`src/rtl/input_skew_feeder_if.sv`:
```
// Bus bundle between the skew feeder, its upstream buffer and its controller.
// slave: feeder side (start/len/buffer data in; read strobe, lanes, status out).
interface input_skew_feeder_if #(
  parameter int DATA_WIDTH = 8,
  parameter int NUM_ROWS   = 3,
  parameter int LEN_WIDTH  = 8
);
  logic                           i_start;
  logic [LEN_WIDTH-1:0]           i_len;
  logic                           o_buf_rd;
  logic [NUM_ROWS*DATA_WIDTH-1:0] i_buf_data;
  logic [NUM_ROWS*DATA_WIDTH-1:0] o_row_data;
  logic [NUM_ROWS-1:0]            o_row_valid;
  logic                           o_busy;
  logic                           o_done;

  modport master (
    output i_start, i_len, i_buf_data,
    input  o_buf_rd, o_row_data, o_row_valid,
    input  o_busy, o_done
  );

  modport slave (
    input  i_start, i_len, i_buf_data,
    output o_buf_rd, o_row_data, o_row_valid,
    output o_busy, o_done
  );
endinterface

```
`src/rtl/input_skew_feeder.sv`:
```
// Streams buffer words into a systolic array, delaying lane k by k cycles.
// Ports: i_clk, i_rst (sync, active-high), bus (slave modport of the bundle).
module input_skew_feeder #(
  parameter int DATA_WIDTH = 8,
  parameter int NUM_ROWS   = 3,
  parameter int LEN_WIDTH  = 8
) (
  input logic                 i_clk,
  input logic                 i_rst,
  input_skew_feeder_if.slave  bus
);
  localparam int DCW = $clog2(NUM_ROWS + 1);

  typedef enum logic [1:0] {
    IDLE,
    READ,
    DRAIN,
    DONE
  } state_t;

  state_t               state;
  state_t               state_nxt;
  logic [LEN_WIDTH-1:0] rd_left;
  logic [DCW-1:0]       drain_cnt;
  logic                 rd;
  logic                 cap_vld;

  always_ff @(posedge i_clk) begin
    if (i_rst) begin
      state <= IDLE;
    end else begin
      state <= state_nxt;
    end
  end

  always_comb begin
    state_nxt = state;
    rd        = 1'b0;
    unique case (state)
      IDLE: begin
        if (bus.i_start) begin
          if (bus.i_len == '0) state_nxt = DONE;
          else                 state_nxt = READ;
        end
      end
      READ: begin
        rd = 1'b1;
        if (rd_left == LEN_WIDTH'(1)) state_nxt = DRAIN;
      end
      DRAIN: begin
        // last element leaves lane NUM_ROWS-1 in the
        // NUM_ROWS+1-th drain cycle
        if (drain_cnt == DCW'(NUM_ROWS)) state_nxt = DONE;
      end
      DONE: begin
        state_nxt = IDLE;
      end
      default: begin
        state_nxt = IDLE;
      end
    endcase
  end

  always_ff @(posedge i_clk) begin
    if (i_rst) begin
      rd_left   <= '0;
      drain_cnt <= '0;
      cap_vld   <= 1'b0;
    end else begin
      // buffer answers one cycle after the strobe
      cap_vld <= rd;
      if (state == IDLE && bus.i_start) begin
        rd_left <= bus.i_len;
      end else if (state == READ) begin
        rd_left <= rd_left - LEN_WIDTH'(1);
      end
      if (state == DRAIN) drain_cnt <= drain_cnt + DCW'(1);
      else                drain_cnt <= '0;
    end
  end

  assign bus.o_buf_rd = rd;
  assign bus.o_busy   = (state != IDLE);
  assign bus.o_done   = (state == DONE);

  for (genvar k = 0; k < NUM_ROWS; k++) begin : g_lane
    // lane k: capture stage plus k skew stages
    logic [DATA_WIDTH-1:0] sr [k+1];
    logic [k:0]            sv;

    always_ff @(posedge i_clk) begin
      if (i_rst) begin
        sv <= '0;
        for (int j = 0; j <= k; j++) sr[j] <= '0;
      end else begin
        sv[0] <= cap_vld;
        // invalid slots carry zeros so the array sees padding
        sr[0] <= cap_vld ?
          bus.i_buf_data[k*DATA_WIDTH +: DATA_WIDTH] : '0;
        for (int j = 1; j <= k; j++) begin
          sv[j] <= sv[j-1];
          sr[j] <= sr[j-1];
        end
      end
    end

    assign bus.o_row_data[k*DATA_WIDTH +: DATA_WIDTH] = sr[k];
    assign bus.o_row_valid[k] = sv[k];
  end
endmodule
```
`src/flat_wrapper.sv`:
```
// flat-port wrapper written by rule: the top's interface ports become plain ports
module input_skew_feeder_flat 
#(
  parameter int DATA_WIDTH = 8,
  parameter int NUM_ROWS   = 3,
  parameter int LEN_WIDTH  = 8
)
  (i_clk, i_rst, bus_i_start, bus_i_len, bus_i_buf_data, bus_o_buf_rd, bus_o_row_data, bus_o_row_valid, bus_o_busy, bus_o_done);
  input_skew_feeder_if #(.DATA_WIDTH(DATA_WIDTH), .NUM_ROWS(NUM_ROWS), .LEN_WIDTH(LEN_WIDTH)) bus_i ();
  input logic i_clk;
  input logic i_rst;
  input wire logic [$bits(bus_i.i_start)-1:0] bus_i_start;
  input wire logic [$bits(bus_i.i_len)-1:0] bus_i_len;
  input wire logic [$bits(bus_i.i_buf_data)-1:0] bus_i_buf_data;
  output wire logic [$bits(bus_i.o_buf_rd)-1:0] bus_o_buf_rd;
  output wire logic [$bits(bus_i.o_row_data)-1:0] bus_o_row_data;
  output wire logic [$bits(bus_i.o_row_valid)-1:0] bus_o_row_valid;
  output wire logic [$bits(bus_i.o_busy)-1:0] bus_o_busy;
  output wire logic [$bits(bus_i.o_done)-1:0] bus_o_done;
  assign bus_i.i_start = bus_i_start;
  assign bus_i.i_len = bus_i_len;
  assign bus_i.i_buf_data = bus_i_buf_data;
  assign bus_o_buf_rd = bus_i.o_buf_rd;
  assign bus_o_row_data = bus_i.o_row_data;
  assign bus_o_row_valid = bus_i.o_row_valid;
  assign bus_o_busy = bus_i.o_busy;
  assign bus_o_done = bus_i.o_done;
  input_skew_feeder #(.DATA_WIDTH(DATA_WIDTH), .NUM_ROWS(NUM_ROWS), .LEN_WIDTH(LEN_WIDTH)) u_core (.i_clk(i_clk), .i_rst(i_rst), .bus(bus_i));
endmodule
```
`config.mk`:
```
export PLATFORM = sky130hd
export DESIGN_NAME = input_skew_feeder_flat
export DESIGN_NICKNAME = d
export VERILOG_FILES = /design/src/rtl/input_skew_feeder_if.sv /design/src/rtl/input_skew_feeder.sv /design/src/flat_wrapper.sv
export SDC_FILE = /design/constraint.sdc
export NUM_CORES = 1
export LEC_CHECK = 0
export BUFFER_PORTS_ARGS = -buffer_cell sky130_fd_sc_hd__clkbuf_2
export CAP_MARGIN = 10
export CORE_UTILIZATION = 45
export CTS_CLUSTER_SIZE = 20
export DETAILED_ROUTE_END_ITERATION = 16
export PLACE_DENSITY = 0.74
export SLEW_MARGIN = 20
export SYNTH_ARGS = -nofsm -noshare
export SYNTH_HDL_FRONTEND = slang
export SYNTH_SLANG_ARGS = --single-unit
```
`constraint.sdc`:
```
create_clock -name i_clk -period 1.49 [get_ports i_clk]
set_input_delay 0.2235 -clock i_clk [delete_from_list [all_inputs] [get_ports i_clk]]
set_output_delay 0.2235 -clock i_clk [all_outputs]
set_load 0.01 [all_outputs]
```
==> flow_summary.toml <==
[setup_path]
arrival_ns = 1.72
end_kind = "flop"
critPathRequiredTime_ns = 1.75
cp-startpoint = "u_core.rd_left[5]$_SDFFE_PP0P_"
r2r-start = "u_core.rd_left[5]$_SDFFE_PP0P_"
start_kind = "flop"
crit_type = "flop to flop"
path_max_fanout = 3
ff2ff_path_depth = 5

[yosys]
ys_top_cells_by_count = "dfxtp_1 (64), nor2b_1 (27), and2_1 (24), buf_4 (17), nor2_1 (12)"
yosysMostFrequentCell = "dfxtp_1"
synth.top_cell.area_share_pct = 58.08
netlist_area_sq_um = 2206
syn_avg_cell_area_sq_um = 10.66
synth_edf_count = 0
netlist_top_cells_area = "dfxtp_1 (58%), nor2b_1 (7.7%), and2_1 (6.8%)"
syn-num-nets = 250
async_flop_share_pct = 0
synth-seq-cells = 64
synth_flop_cell = "dfxtp_1"
synth-seq-area-share_pct = 58.08
synth_top_area_cell = "dfxtp_1"
synthCells = 207
ys.warnings.count = 0
ys_types = 29

[power]
p_per_area_nw_per_um2 = 1617
ir_drop_mv = 0.9513
power_leakage_nw = 1.278

[final_layout]
fillers = 409
num_antenna_cells = 0
nNetsFinal = 310
area_growth_syn_to_layout_pct = 28.08
stdcell_count = 339
layout-drive-gt1-share_pct = 36.40

[placement]
gp_congestion = 0.8464
placed_cells = 319
dpl.hpwl_um = 2418
numPortBuffers = 64

[timing]
setup_violations = 0
min_period_ns = 1.456
max_slew_margin_pct = 80.07
finalHoldViolCount = 0
finalMaxSlewViolations = 0
fmax_ghz = 0.6866
fin_crit_sh_pct = 97.74
fin_tns_setup_ns = 0
fin_worst_skew_ns = 0.007495
rsz0062_at_grt = "true"
tightest_slew_ns = 0.2968

[floorplan]
die_x_um = 72.02
die_area_sq_um = 5186
initial_core_util_pct = 46.70
coreArea_sq_um = 4723
placementRows = 25
io_pins = 65
dieHeight_um = 72.02

[min_path]
min_from = "bus_i_buf_data[23]"
hold_path_class = "input port to flop"
worstHoldPathCells = 2

[run]
cap_violations = 0

[clock_network]
cts_max_path_buffers = 2
cts.clk_slew.worst_paths_ns = 0.07
cts_buffers = 9
clk_latency_ns = 0.34
clock-root-buffer = "clkbuf_8"
cts_hold_buf = 0
cts_tree = "yes"
htreeDepth = 3
numClockSinks = 64

[grt]
grt_antenna_before_repair = 0
grt_pass1_vias = 1269
grt_pass1_wl_um = 5499
grt_usage_pct = 14.82
overflow = 0
grt_max_degree = 27

[detailed_routing]
firstDrtPassIters = 4
wl_per_cell_um = 10.29
ant_nets = 0
routed_wl_um = 3487
drt_first_iter_violations = 28
vias_per_cell = 4.425
drc = 0
routed-via-count = 1500

[run_status]
outcome = "completed"
[cell families (layout without fill, tap and decap cells)]
group           Yosys count  count (layout)  share of synthesized area (%)
buf+inv                  32              97                          8.394
xor+xnor                  7               7                          2.779
flops                    64              64                          58.08
fa+ha+maj                 8               8                          4.538
simple gates             80              80                          21.38
compound gates           16              16                          4.822
[final timing paths]
kind	to	slack (ns)
setup reg to reg	u_core.state[1]$_SDFFE_PP0P_	0.03
hold reg to reg	u_core.g_lane[1].sr[0][8]$_SDFF_PP0_	0.43
hold / removal	u_core.g_lane[2].sr[0][7]$_SDFF_PP0_	0.08
setup / recovery	u_core.state[1]$_SDFFE_PP0P_	0.03
[where the power goes]
| part | total [mW] | switching (mW) | internal, mW | leakage, nW |
|---|---|---|---|---|
| clock network | 1.65 | 0.653 | 0.995 | 0.117 |
| registers | 1.99 | 0.124 | 1.87 | 0.521 |
| logic | 0.928 | 0.446 | 0.482 | 0.640 |
| total | 4.57 | 1.22 | 3.35 | 1.28 |
[cell usage in the layout (no fill, tap or decap), types with 4 or more instances in the layout]
| cell | netlist | final |
|---|---|---|
| xor2_1 | 4 | 4 |
| a211oi_1 | 7 | 7 |
| inv_1 | 7 | 5 |
| buf_4 | 17 | 9 |
| nand2_1 | 4 | 4 |
| clkbuf_2 | 1 | 63 |
| dfxtp_1 | 64 | 62 |
| nor2b_1 | 27 | 27 |
| nor2_1 | 12 | 12 |
| and2_1 | 24 | 24 |
| clkbuf_8 | 0 | 10 |
| ha_1 | 8 | 6 |
[critical path, stage by stage, from the launching register on]
cell     delay [ns]
dfxtp_1        0.35
nor4_4         0.34
a31oi_4        0.15
buf_4          0.16
a211o_1        0.25
a21oi_1        0.11
[state kept, by name, summed over array words and instances (netlist names)]
register / cells
u_core.g_lane.sv: 3
u_core.drain_cnt: 2
u_core.state: 2
u_core.cap_vld: 1
u_core.g_lane.sr: 48
u_core.rd_left: 8
[routing by layer]
layer	share of wire (%)	up-vias	global-route usage (%)
met5	0	-	0
met4	2.1	0	8.715
met3	7.5	7	9.167
met2	51	48	23.58
met1	40	683	14.81
li1	-	762	-
[per-stage QoR]
step	hold slack (ns)	utilization (%)	setup slack, ns	cell area [sq um]	total power [mW]
5_1_grt	0.05498	59.81	-0.03853	2825	4.831
3_5_place_dp	0.4219	53.56	-0.03021	2530	2.812
4_1_cts	0.05529	58.65	0.009375	2770	4.510
2_1_floorplan	0.3452	-	0.01907	2236	2.576
6_report	0.07839	59.81	0.03360	2825	4.569
3_3_place_gp	0.4125	53.56	0.06165	2530	2.791
[area by class of cell]
cell class	instances	area, sq um	area share, %
Multi-Input combinational cell	111	787.0	27.86
Timing Repair Buffer	74	407.9	14.44
Clock inverter	6	91.34	3.233
Tap cell	67	83.83	2.967
Sequential cell	64	1289	45.62
Clock buffer	10	137.6	4.872
Inverter	7	28.78	1.019
[repair_timing]
action,in CTS,in global routing
cloned,0,0
setup buffers,1,3
pin swaps,0,8
resized for setup,2,9
endpoints found under the setup margin,5,6
Note: power is estimated with default switching activity, not from simulation.
